===== src/rtl/serial_adder_ctrl_pkg.sv =====
// Shared definitions for the bit-serial adder controller: FSM state
// encoding, default operand width and counter-width helper.
package serial_adder_ctrl_pkg;

  typedef enum logic [1:0] {
    S_IDLE = 2'd0,
    S_RUN  = 2'd1,
    S_DONE = 2'd2
  } state_t;

  localparam int SA_WIDTH = 8;
  localparam int SA_CNT_W = $clog2(SA_WIDTH);

  // Bit-counter width for a given operand width; never narrower than one bit.
  function automatic int cnt_width(input int w);
    return (w < 2) ? 1 : $clog2(w);
  endfunction

endpackage


===== src/rtl/serial_adder_ctrl_fa_cell.sv =====
// One-bit full adder assembled from two half adders and an OR of their
// carries. This is the single arithmetic cell that the serial controller
// reuses once per operand bit.

module half_adder (
  input  logic x,
  input  logic y,
  output logic s,
  output logic c
);
  assign s = x ^ y;
  assign c = x & y;
endmodule

module serial_fa_cell (
  input  logic a,
  input  logic b,
  input  logic ci,
  output logic s,
  output logic co
);
  logic s1;
  logic c1;
  logic c2;

  half_adder u_ha0 (.x(a),  .y(b),  .s(s1), .c(c1));
  half_adder u_ha1 (.x(s1), .y(ci), .s(s),  .c(c2));

  assign co = c1 | c2;
endmodule


===== src/rtl/serial_adder_ctrl.sv =====
// Bit-serial WIDTH-bit adder controller. Operands are captured on accept and
// fed LSB first through one full-adder cell, one bit per clock; the completed
// sum and carry are registered and held until the next completion.
// Optional feature macro: SERIAL_ADDER_SUB_EN adds a SUB input that turns the
// operation into A - B (B inverted, carry-in forced to 1).
module serial_adder_ctrl
  import serial_adder_ctrl_pkg::*;
#(
  parameter int WIDTH = SA_WIDTH
) (
  input  logic             clk,
  input  logic             rst_n,
  input  logic             start,
  input  logic [WIDTH-1:0] a,
  input  logic [WIDTH-1:0] b,
  input  logic             cin,
`ifdef SERIAL_ADDER_SUB_EN
  input  logic             sub,
`endif
  output logic             busy,
  output logic             done,
  output logic [WIDTH-1:0] sum,
  output logic             cout
);

  localparam int             CNT_W = cnt_width(WIDTH);
  localparam logic [CNT_W-1:0] LAST  = CNT_W'(WIDTH - 1);

  state_t           state;
  state_t           state_nx;
  logic [CNT_W-1:0] cnt;
  logic [WIDTH-1:0] opa;
  logic [WIDTH-1:0] opb;
  logic [WIDTH-2:0] psum;
  logic             carry;

  logic             accept;
  logic             last_bit;
  logic             fa_s;
  logic             fa_co;
  logic [WIDTH-1:0] psum_nx;
  logic [WIDTH-1:0] opb_load;
  logic             carry_load;

  assign accept   = start && (state == S_IDLE || state == S_DONE);
  assign last_bit = (cnt == LAST);
  // The partial sum keeps WIDTH-1 bits; the incoming cell bit completes it.
  assign psum_nx  = {fa_s, psum};

  serial_fa_cell u_fa (
    .a  (opa[0]),
    .b  (opb[0]),
    .ci (carry),
    .s  (fa_s),
    .co (fa_co)
  );

  // Operand and carry values loaded on accept (inverted B and carry 1 for subtract).
  always_comb begin
    opb_load   = b;
    carry_load = cin;
`ifdef SERIAL_ADDER_SUB_EN
    if (sub) begin
      opb_load   = ~b;
      carry_load = 1'b1;
    end
`endif
  end

  // State register.
  always_ff @(posedge clk or negedge rst_n) begin
    // NOTE: clocked state uses non-blocking (<=) so every flop samples
    // pre-edge values; blocking here would create order-dependent races.
    if (!rst_n) state <= S_IDLE;
    else        state <= state_nx;
  end

  // Next-state logic.
  always_comb begin
    // NOTE: default assignment first so no path leaves state_nx unassigned,
    // which would otherwise infer a latch.
    state_nx = state;
    case (state)
      S_IDLE:  if (start) state_nx = S_RUN;
      S_RUN:   if (last_bit) state_nx = S_DONE;
      S_DONE:  state_nx = start ? S_RUN : S_IDLE;
      default: state_nx = S_IDLE;
    endcase
  end

  // Status outputs decoded from the state register only.
  always_comb begin
    busy = (state == S_RUN);
    done = (state == S_DONE);
  end

  // Datapath: operand capture, serial shifting, counter and result registers.
  always_ff @(posedge clk or negedge rst_n) begin
    if (!rst_n) begin
      cnt   <= '0;
      opa   <= '0;
      opb   <= '0;
      psum  <= '0;
      carry <= 1'b0;
      sum   <= '0;
      cout  <= 1'b0;
    end else if (accept) begin
      cnt   <= '0;
      opa   <= a;
      opb   <= opb_load;
      psum  <= '0;
      carry <= carry_load;
    end else if (state == S_RUN) begin
      opa   <= opa >> 1;
      opb   <= opb >> 1;
      psum  <= psum_nx[WIDTH-1:1];
      carry <= fa_co;
      cnt   <= cnt + CNT_W'(1);
      if (last_bit) begin
        sum  <= psum_nx;
        cout <= fa_co;
      end
    end
  end

endmodule


===== config.mk =====
export PLATFORM = sky130hd
export DESIGN_NAME = serial_adder_ctrl
export DESIGN_NICKNAME = d
export VERILOG_FILES = /design/src/rtl/serial_adder_ctrl_pkg.sv /design/src/rtl/serial_adder_ctrl_fa_cell.sv /design/src/rtl/serial_adder_ctrl.sv
export SDC_FILE = /design/constraint.sdc
export NUM_CORES = 1
export LEC_CHECK = 0
export CAP_MARGIN = 5
export CORE_MARGIN = 10
export CORE_UTILIZATION = 30
export DETAILED_ROUTE_END_ITERATION = 7
export PLACE_DENSITY = 0.56
export SETUP_SLACK_MARGIN = 0.3
export SYNTH_ARGS = -nofsm -noshare
export SYNTH_HDL_FRONTEND = slang
export SYNTH_SLANG_ARGS = --single-unit

===== constraint.sdc =====
create_clock -name clk -period 3.5 [get_ports clk]
set_clock_uncertainty 0.2 [all_clocks]
set_input_delay 0.35 -clock clk [delete_from_list [all_inputs] [get_ports clk]]
set_output_delay 0.35 -clock clk [all_outputs]
set_load 0.02 [all_outputs]

# --- Word-level counts from Yosys, hierarchy flattened ---
# Index checks and enable logic that the tools add are counted.
totals:
  ff_bits: 38
  wordCells: 40
classes:
  n_addsub: 1
  n_eq_ne: 5
  n_mux: 14
  n_bitwise: 6
  n_reduce_logical: 6
op_table:
  columns: ["op", "count"]
  rows:
  - ["$mux 8", 4]
  - ["$mux 7", 2]
  - ["$mux 3", 2]
  - ["$pmux 2 s3", 1]
  - ["$mux 2", 2]
  - ["$add 3x1->3 const B", 1]
  - ["$eq 3x3->1 const B", 1]
  - ["$mux 1", 3]
  - ["$reduce_and 3->1", 1]
  - ["$and 1x1->1", 2]
  - ["$eq 2x1->1 const B", 1]
  - ["$eq 2x2->1 const B", 1]
  - ["$logic_not 2->1", 1]
  - ["$ne 2x1->1 const B", 1]
  - ["$ne 2x2->1 const B", 1]
  - ["$reduce_and 2->1", 1]
  - ["$reduce_bool 2->1", 1]
  - ["$xor 1x1->1", 2]
  - ["$logic_and 1x1->1", 1]
  - ["$logic_or 1x1->1", 1]
  - ["$not 1->1", 1]
  - ["$or 1x1->1", 1]

# --- Logic depth before layout (Yosys ltp) ---
logic_depth:
  ltp_word: 5
  ltp_mapped: 6
  mapped_depth_nobuf: 4

# --- Hierarchy ---
# From an unflattened synthesis, not the netlist that was laid out.
unflattened:
  hier_cells: 138
  area_unflattened_um2: 1720.4
by_module_without_submodules:
  columns: ["module", "instances", "cells_per_inst", "area_each_um2"]
  rows:
  - ["serial_adder_ctrl", 1, 135, 1689.1]
  - ["half_adder", 2, 1, 12.5]
  - ["serial_fa_cell", 1, 1, 6.3]

# --- Worst setup path after synthesis ---
# OpenSTA, ideal clock, no wires.
synth_path:
  kind: "register to register"
  startpoint: "reg cnt[0]"
  endpoint: "reg cnt[2]"
  arrival_time_ns: 1.297
  required_time_ns: 3.179
  slack_ns: 1.882
  path_stages_with_launch: 5
  synth_period_minus_slack_ns: 1.618
  cell_sequence: "dfrtp_1 ha_1 ha_1 mux2_2 a22o_1"
synth_between:
  elab_chain_len: 3
synth_rtl:
  columns: ["item", "line", "rtl"]
  rows:
  - ["start, declared", "serial_adder_ctrl.sv:31", "logic [CNT_W-1:0] cnt;"]
  - ["start signal, assigned", "serial_adder_ctrl.sv:118", "cnt <= cnt + CNT_W'(1);"]
  - ["$add 3x1->3", "serial_adder_ctrl.sv:118", null]
  - ["$mux 3", "serial_adder_ctrl.sv:113", "end else if (state == S_RUN) begin"]
  - ["$mux 3", "serial_adder_ctrl.sv:107", "end else if (accept) begin"]
# Every way passes these cells. The select of a mux whose other input is x is not followed.
# A chain may end at the register's enable or synchronous reset.

# --- Worst setup path in the final report ---
layout_path:
  startpoint: "reg state[1]"
  endpoint: "out busy"
layout_between:
  elab_chain_len: 1
layout_rtl:
  columns: ["item", "line", "rtl"]
  rows:
  - ["start, declared", "serial_adder_ctrl.sv:29", "state_t state;"]
  - ["start signal, assigned", "serial_adder_ctrl.sv:75", "else state <= state_nx;"]
  - ["$eq 2x1->1", "serial_adder_ctrl.sv:93", "busy = (state == S_RUN);"]
  - ["end, declared", "serial_adder_ctrl.sv:20", "output logic busy,"]
# Every way passes these cells.

==> flow_summary.yaml <==
routing:
  vias: 1189
  vias_per_cell: 4.76
  drc: 0
  drtIter0Drc: 67
  firstDrtPassIters: 4
  wire_per_inst_um: 15.0
  wirelength_um: 3760
  drtAntennaViolNets: 0
logic_synthesis:
  yosysWarnings: 0
  syn-num-nets: 165
  synthTopCellsByArea: "dfrtp_1 (53%), mux2_4 (7.6%), mux2i_1 (6.2%)"
  post-synth-top-count-cell: "dfrtp_1"
  synth_flop_cell: "dfrtp_1"
  synth_cell_types: 24
  synth_top_area_cell: "dfrtp_1"
  syn_area_per_cell_um2: 12.6
  ys_ff_latch: 38
  ys_seq_area_frac: 0.533
  synth_edf_count: 0
  async_flop_share: 1.00
  syn-cell-area_um2: 1780
  synth_top_area_share: 0.533
  syn_inst: 142
  yosys-top-cells-count: "dfrtp_1 (38), a21oi_1 (15), mux2i_1 (11), a22o_1 (10), nor2b_1 (10)"
clock_tree:
  cts.sinks: 38
  clk_latency_ns: 0.30
  cts-root-buf: "clkbuf_8"
  postCtsSetupRepairBufs: 0
  htreeDepth: 2
  cts_buffer_depth: 2
  clk_pin_slew_ns: 0.08
  cts_made_buffers: 5
  cts_tree: "done"
finish:
  nFillCells: 562
  areaGrowthSynthToFinish_pct: 26.9
  final_cell_area_um2: 2260
  multiInputGateArea_um2: 739
  diodes: 0
  drive_gt1_frac: 0.154
  nets: 197
  final_cell_count_no_fill: 250
  ff_latch_area_um2: 951
floorplan:
  die_h_um: 97.1
  io_pins: 31
  rows: 28
  initial_utilization: 0.305
  die-area_um2: 9430
  die_w_um: 97.1
  fp.coreArea_um2: 5850
power:
  power_density_nw_per_um2: 865
  leakagePower_uw: 0.000978
  ir_drop_mv: 0.320
critical_path:
  worst_path_largest_cell_delay_ns: 0.61
  end_kind: "primary output"
  start_kind: "register"
  startpoint: "state[1]"
  cp_data_arrival_time_ns: 1.94
  crit_path_top_delay_cell: "clkdlybuf4s50_1"
  worstPathCellList: "buf_4, nand2b_4, inv_8, clkdlybuf4s50_1"
  cp_max_fo: 13
  r2r_start: "state[1]"
  worstSetupPathType: "reg -> out"
  cp.required_ns: 2.95
outcome:
  status: "completed"
grt:
  grt_max_degree: 39
  grt_pass1_vias: 1307
  antenna_found_initial: 0
  grt_pass1_wl_um: 6550
  track_usage: 0.0848
  grt-ovfl-total: 0
timing:
  fin_hold_ws_ns: 0.313
  slew_headroom: 0.439
  setup_tns_ns: 0
  drv_slew: 0
  final-hold-violation-count: 0
  rsz0062_at_grt: "false"
  tightest_slew_ns: 0.841
  period_share: 0.710
  finalSetupViolCount: 0
  finalCriticalPeriod_ns: 2.49
  fmax_ghz: 0.402
hold_path:
  min-delay-start: "sum[5]"
  hp-class: "reg -> reg"
placement:
  io_buffers: 30
  dp_hpwl_um: 2700
  gp_congestion: 0.721
  place_area_um2: 2140
  placed_cells: 241
job:
  max_cap_violations: 0
## layout make-up
class	count	share of cell area
inverter	8	0.0166
multi-input combinational	87	0.327
sequential	38	0.420
clock buffer	5	0.0304
clock inverter	3	0.0199
tap	75	0.0415
timing repair buffer	34	0.145
## path summary, 6_finish.rpt
kind / cells past startpoint / slack [ns] / endpoint
setup / recovery: 4 / 1.01 / busy
hold / removal: 1 / 0.31 / sum[5]
setup reg to reg: 5 / 1.69 / sum[6]
hold reg to reg: 1 / 0.31 / sum[5]
max in group asynchronous: 2 / 2.08 / opa[7]
min in group asynchronous: 2 / 0.49 / psum[5]
## per-stage QoR
stage | power, uW | utilization | worst slack [ns]
6_report | 1960 | 0.387 | 1.01
5_1_grt | 2120 | 0.387 | 0.915
3_3_place_gp | 1570 | 0.366 | 1.36
3_5_place_dp | 1610 | 0.366 | 1.33
2_1_floorplan | 1350 | - | 1.88
4_1_cts | 1990 | 0.387 | 0.994
## worst max-delay path: cells and delay by family, from the launching register on
family        cells  cell delay (ns)
flops             1             0.46
simple gates      1             0.22
buf+inv           3             0.97
## flip-flops by register name (all words and copies together), names as in the netlist
name / count
opa: 8
psum: 7
opb: 8
carry: 1
cnt: 3
sum: 8
state: 2
cout: 1
## power by group
group | leakage (uW) | switching (uW) | internal [uW]
Sequential | 0.000466 | 135 | 638
Clock | 0.0000504 | 165 | 212
Combinational | 0.000462 | 381 | 427
Total | 0.000978 | 680 | 1280
## what timing repair did
action,in CTS,in global routing
setup endpoints to repair,0,0
endpoints found under the hold margin,38,0
resized for setup,0,0
hold buffers,1,0
## kinds of logic (layout without fill, tap and decap cells)
logic type	after synthesis	count (layout)	share of synthesized area
AOI/OAI and AO/OA	44	44	0.163
DFF	38	38	0.533
muxes	23	23	0.156
buffers and inverters	17	50	0.0519
and+or+nand+nor	16	16	0.0653
adders and majority gates	3	3	0.0253
xor gates and xnor gates	1	1	0.00491
## cell usage in the layout (no fill, tap or decap), drive strengths merged
master / Yosys / routed
mux2i: 11 / 11
dfrtp: 38 / 38
a211oi: 9 / 9
buf: 9 / 4
nor2: 1 / 1
a21oi: 15 / 15
ha: 2 / 2
a21o: 1 / 1
a22o: 10 / 10
nand2: 1 / 1
bufinv: 0 / 1
o22ai: 6 / 6
clkdlybuf4s50: 0 / 29
clkbuf: 0 / 5
clkinvlp: 0 / 2
dlygate4sd3: 0 / 1
fa: 1 / 1
nand3: 2 / 2
nor2b: 10 / 10
nand2b: 2 / 2
inv: 8 / 8
mux2: 12 / 12
o21ai: 3 / 3
xnor2: 1 / 1
## metal layers
| layer | GRT usage | part of all wire | vias to the layer above |
|---|---|---|---|
| met5 | 0 | 0 | - |
| met4 | 0.0272 | 0.010 | 0 |
| met3 | 0.0469 | 0.084 | 7 |
| met2 | 0.121 | 0.44 | 35 |
| met1 | 0.106 | 0.46 | 572 |
| li1 | - | - | 575 |
Power figures use the tool's default switching activity.
